`config.mk`:
```
export PLATFORM = sky130hd
export DESIGN_NAME = pattern_shift_controller
export DESIGN_NICKNAME = d
export VERILOG_FILES = /design/src/rtl/pattern_shift_controller.sv
export SDC_FILE = /design/constraint.sdc
export NUM_CORES = 1
export LEC_CHECK = 0
export CAP_MARGIN = 20
export CORE_AREA = 3 3 40 42
export CTS_CLUSTER_DIAMETER = 200
export DETAILED_ROUTE_END_ITERATION = 16
export DIE_AREA = 0 0 43 45
export PLACE_DENSITY_LB_ADDON = 0.08
export SLEW_MARGIN = 10
export SYNTH_ARGS = -nofsm -noshare
export SYNTH_HDL_FRONTEND = slang
export SYNTH_SLANG_ARGS = --single-unit
```
`constraint.sdc`:
```
create_clock -name clk -period 1.8 [get_ports clk]
set_clock_uncertainty 0.15 [all_clocks]
set_input_delay 0.27 -clock clk [delete_from_list [all_inputs] [get_ports clk]]
set_output_delay 0.27 -clock clk [all_outputs]
set_load 0.005 [all_outputs]
```
`src/rtl/pattern_shift_controller.sv`:
```
// rtl/pattern_shift_controller.sv - serial pattern trigger: shift_ena burst, count wait, ack re-arm
// Optional COUNT timeout enabled by defining SEQDET_TIMEOUT_EN.
module pattern_shift_controller #(
    parameter int               PAT_W        = 4,
    parameter logic [PAT_W-1:0] PATTERN      = 4'b1101,
    parameter int               SHIFT_CYCLES = 4,
    parameter int               TIMEOUT      = 256
) (
    input  logic clk,
    input  logic reset,
    input  logic data,
    input  logic done_counting,
    input  logic ack,
    output logic shift_ena,
    output logic counting,
    output logic done,
    output logic timeout_err
);

    localparam int FILL_W = $clog2(PAT_W);
    localparam int SH_W   = $clog2(SHIFT_CYCLES + 1);

    if (PAT_W < 2 || PAT_W > 32 || SHIFT_CYCLES < 1 || TIMEOUT < 1) begin : g_bad_params
        $error("pattern_shift_controller: illegal parameter value");
    end

    typedef enum logic [1:0] {
        S_SEARCH,
        S_SHIFT,
        S_COUNT,
        S_DONE
    } state_t;

    state_t            state_q, state_d;
    logic [PAT_W-2:0]  hist_q, hist_d;
    logic [FILL_W-1:0] fill_q, fill_d;
    logic [SH_W-1:0]   sh_cnt_q, sh_cnt_d;
    logic [PAT_W-1:0]  window;

`ifdef SEQDET_TIMEOUT_EN
    localparam int TO_W = (TIMEOUT > 1) ? $clog2(TIMEOUT) : 1;
    logic [TO_W-1:0] to_cnt_q, to_cnt_d;
    logic            terr_q, terr_d;
`endif

    assign window = {hist_q, data};

    always_comb begin
        state_d  = state_q;
        // History stays zero outside SEARCH, so every entry to SEARCH starts clean.
        hist_d   = '0;
        fill_d   = '0;
        sh_cnt_d = sh_cnt_q;
`ifdef SEQDET_TIMEOUT_EN
        to_cnt_d = '0;
        terr_d   = terr_q;
`endif
        case (state_q)
            S_SEARCH: begin
                hist_d = window[PAT_W-2:0];
                fill_d = fill_q;
                if (fill_q != FILL_W'(PAT_W - 1)) begin
                    fill_d = fill_q + FILL_W'(1);
                end
                if (fill_q == FILL_W'(PAT_W - 1) && window == PATTERN) begin
                    state_d  = S_SHIFT;
                    sh_cnt_d = '0;
                end
            end
            S_SHIFT: begin
                if (sh_cnt_q == SH_W'(SHIFT_CYCLES - 1)) begin
                    state_d = S_COUNT;
                end else begin
                    sh_cnt_d = sh_cnt_q + SH_W'(1);
                end
            end
            S_COUNT: begin
                if (done_counting) begin
                    state_d = S_DONE;
                end
`ifdef SEQDET_TIMEOUT_EN
                else if (to_cnt_q == TO_W'(TIMEOUT - 1)) begin
                    state_d = S_DONE;
                    terr_d  = 1'b1;
                end else begin
                    to_cnt_d = to_cnt_q + TO_W'(1);
                end
`endif
            end
            S_DONE: begin
                if (ack) begin
                    state_d = S_SEARCH;
`ifdef SEQDET_TIMEOUT_EN
                    terr_d  = 1'b0;
`endif
                end
            end
            default: state_d = S_SEARCH;
        endcase
    end

    always_ff @(posedge clk) begin
        if (reset) begin
            state_q  <= S_SEARCH;
            hist_q   <= '0;
            fill_q   <= '0;
            sh_cnt_q <= '0;
`ifdef SEQDET_TIMEOUT_EN
            to_cnt_q <= '0;
            terr_q   <= 1'b0;
`endif
        end else begin
            state_q  <= state_d;
            hist_q   <= hist_d;
            fill_q   <= fill_d;
            sh_cnt_q <= sh_cnt_d;
`ifdef SEQDET_TIMEOUT_EN
            to_cnt_q <= to_cnt_d;
            terr_q   <= terr_d;
`endif
        end
    end

    assign shift_ena = (state_q == S_SHIFT);
    assign counting  = (state_q == S_COUNT);
    assign done      = (state_q == S_DONE);
`ifdef SEQDET_TIMEOUT_EN
    assign timeout_err = terr_q;
`else
    assign timeout_err = 1'b0;
`endif

endmodule

```
## Word level (Yosys, flattened, before mapping)

Cells that the tools add are included.

- Bits in latches: 0
- Word-level logic and storage cells: 33
- Register bits: 10
- RAM bits: 0
- Bits in read-only memories: 0
- Input bits: 5
- Memories: 0
- Output and inout bits: 4

- Bitwise gates (word level): 1
- Reduce and logical (&&, ||, !) cells: 6
- Multiplexer cells: 8
- $mul: 0
- Eq/ne operators: 12
- Add/sub/neg operators: 2
- Shifts and indexed selects: 0
- Order comparisons: 0
- Divide/modulo/power cells: 0

Operators with widths:

| cell | number |
|---|---|
| != test 2 bit, second input constant | 5 |
| two-way mux 2 bit | 4 |
| one-hot mux 2 bit (4 select lines) | 1 |
| equality test 2 bit, second input constant | 3 |
| two-way mux 3 bit | 2 |
| one-hot mux 3 bit (2 select lines) | 1 |
| equality test 4 bit, second input constant | 1 |
| AND reduction 4 bit | 1 |
| adder 3 x 1 -> 3 bit, second input constant | 1 |
| equality test 3 x 2 -> 1 bit, second input constant | 1 |
| AND reduction 3 bit | 1 |
| adder 2 x 1 -> 2 bit, second input constant | 1 |
| equality test 2 x 1 -> 1 bit, second input constant | 1 |
| logical NOT 2 bit | 1 |
| != test 2 x 1 -> 1 bit, second input constant | 1 |
| nonzero test 2 bit | 1 |
| OR reduction 2 bit | 1 |
| logical AND 1 bit | 1 |
| NOT 1 bit | 1 |

## Depth between registers and ports, before layout

- Word-level depth: 4
- Depth in mapped cells: 6
- Depth with buffers taken out: 6

## Least setup slack after synthesis

Ideal clock, no wire load.

- Path kind: reg2reg
- From: reg state_q[1]
- To: reg state_q[1]
- Library setup time: 70 ps
- Setup slack: 150 ps
- Cell stages (with the launch flop): 7
- Required time: 1580 ps
- Period minus slack after synthesis: 1650 ps
- Path buffers: 0
- Arrival: 1430 ps
- Cell sequence: dfxtp_1 > inv_1 > ha_1 > nand2b_1 > o221ai_1 > or3b_2 > a21oi_1

- Longest elaborated chain between the ends: 3
- Elaborated cells between the ends (all ways): 10
- Classes of those cells: eq/ne (7); mux (1); reduce/logical (2)

RTL lines:

| element | RTL line | source |
|---|---|---|
| start, declared | 34 | `state_t state_q, state_d;` |
| start signal, assigned | 113 | `state_q <= state_d;` |
| equality test 2 x 1 -> 1 bit (*) | - |  |
| named net shift_ena | 14 | `output logic shift_ena,` |
| != test 2 x 1 -> 1 bit (no line) | - |  |
| AND reduction 4 bit (no line) | - |  |

The timed path passes the listed nets; every way through them passes the cells marked *.
A chain may end at the register's enable or synchronous reset.

## Worst setup path after layout

- From: reg sh_cnt_q[1]
- To: reg state_q[1]

- Longest elaborated chain between the ends: 3

RTL lines:

| element | RTL line | source |
|---|---|---|
| start, declared | 37 | `logic [SH_W-1:0] sh_cnt_q, sh_cnt_d;` |
| start signal, assigned | 116 | `sh_cnt_q <= sh_cnt_d;` |
| equality test 3 x 2 -> 1 bit | 71 | `if (sh_cnt_q == SH_W'(SHIFT_CYCLES - 1)) begin` |
| != test 2 x 1 -> 1 bit (no line) | - |  |
| AND reduction 4 bit (no line) | - |  |

Every way passes these cells.

==> Flow_metrics.wiki <==
{| class="wikitable"
! Metric !! Value
|-
| Post-detailed-placement cell area || 646 um^2
|-
| Final TNS setup || 0 ns
|-
| Flop and latch count out of synthesis || 10
|-
| Buffer levels on the longest clock path || 2
|-
| Global-route wire length before repair || 1620 um
|-
| Antenna violations before repair || 0
|-
| Final worst path period share || 97.6%
|-
| Mean Syn Cell Area || 9.37 um^2
|-
| Die Wd || 43 um
|-
| Total power after layout || 0.000495 W
|-
| Routed WL per cell || 11.2 um
|-
| Final nets || 86
|-
| Total global-route track usage || 11.5%
|-
| Growth of design area from synthesis to finish || 33.7%
|-
| Starting utilization of the core area || 41.6%
|-
| Part of the power in the clock network || 40.6%
|-
| Leakage power of the design || 0.300 nW
|-
| Starting DRC count in detailed routing || 6
|-
| Maximum Capacitance Violations || 0
|-
| Top fanout value on the critical path || 4
|-
| Final setup violating endpoints || 0
|-
| CP cell instances || ha_1, ha_2, nand2b_4, o221ai_2, or3b_2, a21oi_2
|-
| Number of detailed-routing iterations run before antenna repair || 4
|-
| Yosys warning total || 0
|-
| Placement-stage worst setup slack || -0.0727 ns
|-
| Cell count after synthesis || 57
|-
| Result of the run || complete, no violations
|-
| Max IR drop VDD || 0.000371 V
|-
| Total congestion overflow || 0
|-
| Synth Cell Area || 534 um^2
|-
| Delay of the slowest cell on the worst path || 0.47 ns
|-
| Cell Rows || 13
|-
| Maximum number of pins on one net before global-route repair || 9
|-
| H-tree levels || 1
|-
| Final critical-path setup slack || 0.0432 ns
|-
| Number of I/O port buffers || 7
|-
| CTS tree || built
|-
| Minimum hold slack || 0.293 ns
|-
| Vias in the first global route || 395
|-
| Hold_buf cts || 0
|-
| Routability Congestion || 0.694
|-
| Count of antenna diodes in the layout || 0
|-
| Worst path arrival time || 1.80 ns
|-
| Sinks on the clock net || 10
|-
| Total vias in the final route || 427
|-
| Overall routed net length || 976 um
|-
| Max-slew violations || 0
|-
| Mapped Nets || 70
|-
| Time the final worst path needs with I/O delays and setup || 1.76 ns
|-
| Class of the worst hold path || reg2reg
|-
| Number of nets with antenna violations after routing || 0
|-
| Sum of net half-perimeters after detailed placement || 740 um
|-
| Highest Clock Rate || 569 MHz
|-
| Capturing element type of the critical path || flip-flop
|-
| Via-to-Cell Ratio || 4.91
|-
| I/O Pins || 9
|-
| Sequential share of power || 49.0%
|-
| Multi-input logic area || 333 um^2
|-
| FILL cells || 120
|-
| Switching pwr || 0.000109 W
|-
| Post-route DRC violation count || 0
|-
| Gate power share || 10.4%
|-
| Clk root buf || sky130_fd_sc_hd__clkbuf_4
|-
| Switching power share of the total || 22.0%
|-
| Hold violation total from the final report || 0
|-
| Clock insertion delay at the later pin of the skew report || 0.27 ns
|-
| CTS Buf Count || 3
|-
| Placeable Area || 0.00128 mm^2
|-
| Cell area power density || 692 mW/mm^2
|-
| Final instance area || 714 um^2
|-
| Element type at the critical path start || flip-flop
|-
| Slowest-stage cell, CP || sky130_fd_sc_hd__or3b_2
|-
| Number of distinct standard cells referenced by the synthesized netlist || 23
|-
| Clock-pin slew reported for the worst setup and hold paths after clock tree synthesis || 0.07 ns
|-
| Full die area || 0.00194 mm^2
|-
| Fraction of final layout cells sized beyond drive strength 1 || 33.3%
|-
| Category of the critical setup timing path || reg2reg
|-
| Chip height || 45 um
|-
| Register area || 204 um^2
|-
| Share of synthesized area occupied by flip-flops and latches || 37.5%
|-
| Data required time at the worst endpoint || 1.84 ns
|-
| Design internal power || 0.000386 W
|}
## final cells by class
type | count | share of cell area, %
flip-flops and latches | 10 | 28.5
well taps | 15 | 2.63
multi-input cells | 41 | 46.6
inverters | 5 | 2.63
repair buffers | 12 | 14.5
clock buffers | 4 | 5.08
## worst max-delay path, delay by kind of cell (launching register included)
family | cells | cell delay [ns]
AO/OA/AOI/OAI | 2 | 0.23
adder cells (fa/ha/maj) | 2 | 0.36
flip-flops | 1 | 0.35
AND/OR/NAND/NOR | 2 | 0.60
## path summary, 6_finish.rpt
check,from,endpoint,slack [ns],cells past startpoint
worst max-delay path,sh_cnt_q[1],state_q[1],0.04,6
worst min-delay path,hist_q[1],hist_q[2],0.29,1
worst max register to register,sh_cnt_q[1],state_q[1],0.04,6
worst min register to register,hist_q[1],hist_q[2],0.29,1
## through the flow
step           utilization (%)  cells
6_report                  55.6     87
3_3_place_gp              50.2     82
3_5_place_dp              50.2     82
4_1_cts                   54.4     87
2_1_floorplan                -     57
5_1_grt                   55.6     87
## repair_timing
| action | in CTS | in global routing |
|---|---|---|
| setup buffers | 1 | 0 |
| endpoints found under the setup margin | 3 | 1 |
| gates resized for setup | 10 | 4 |
## sequential cells by signal, indices dropped and copies added (netlist names)
signal,count
fill_q,2
hist_q,3
sh_cnt_q,3
state_q,2
## per-layer routing
layer	track usage, %	vias up	wire [um]
met5	0	-	0
met2	16.8	10	438
met1	14.1	191	475
li1	-	226	-
met4	3.61	0	0
met3	7.17	0	63
## kinds of logic after synthesis
kind of cell | count (synthesis) | share of synthesized area (%)
buffers and inverters | 6 | 4.92
AO/OA/AOI/OAI | 13 | 14.8
flip-flops | 10 | 37.5
XOR/XNOR | 1 | 1.64
AND/OR/NAND/NOR | 17 | 19.9
other | 1 | 0.702
multiplexers | 1 | 1.87
adder cells (fa/ha/maj) | 8 | 18.7
## cells in the mapped netlist
library cell	count	area, um^2
sky130_fd_sc_hd__or3b_2	1	8.76
sky130_fd_sc_hd__dfxtp_1	10	200
sky130_fd_sc_hd__mux2i_1	1	10.0
sky130_fd_sc_hd__o41ai_1	1	8.76
sky130_fd_sc_hd__or4b_1	1	10.0
sky130_fd_sc_hd__or3_1	1	6.26
sky130_fd_sc_hd__a21boi_2	1	11.3
sky130_fd_sc_hd__nand2_1	2	7.51
sky130_fd_sc_hd__buf_4	1	7.51
sky130_fd_sc_hd__and4b_1	1	10.0
sky130_fd_sc_hd__ha_1	8	100
sky130_fd_sc_hd__and2_1	2	12.5
sky130_fd_sc_hd__nor2b_1	2	12.5
sky130_fd_sc_hd__xor2_1	1	8.76
sky130_fd_sc_hd__conb_1	1	3.75
sky130_fd_sc_hd__o21ai_0	6	30.0
sky130_fd_sc_hd__o221ai_1	1	8.76
sky130_fd_sc_hd__nand2b_1	2	12.5
sky130_fd_sc_hd__a21oi_1	4	20.0
sky130_fd_sc_hd__and2_2	1	7.51
sky130_fd_sc_hd__inv_1	5	18.8
sky130_fd_sc_hd__or3_2	1	7.51
sky130_fd_sc_hd__nor2_1	3	11.3
## power groups by stage
stage               combinational, W  sequential, W  clock, W
floorplan                  0.0000331       0.000245         0
global placement           0.0000497       0.000247         0
detailed placement         0.0000511       0.000247         0
CTS                        0.0000513       0.000243  0.000212
global route               0.0000599       0.000244  0.000220
finish                     0.0000512       0.000242  0.000201
## cells in the final DEF (no fill, tap or decap), drive strengths merged
cell type      synthesis  layout
mux2i                  1       1
a21oi                  4       4
inv                    5       5
or3                    2       2
nand2b                 2       2
o221ai                 1       1
or4b                   1       1
clkbuf                 0       4
and4b                  1       1
o21ai                  6       6
dlygate4sd2            0       3
a21boi                 1       1
conb                   1       1
ha                     8       8
clkdlybuf4s50          0       4
nor2b                  2       2
buf                    1       5
dfxtp                 10      10
xor2                   1       1
or3b                   1       1
o41ai                  1       1
nor2                   3       3
nand2                  2       2
and2                   3       3
Note: power is estimated with default switching activity, not from simulation.
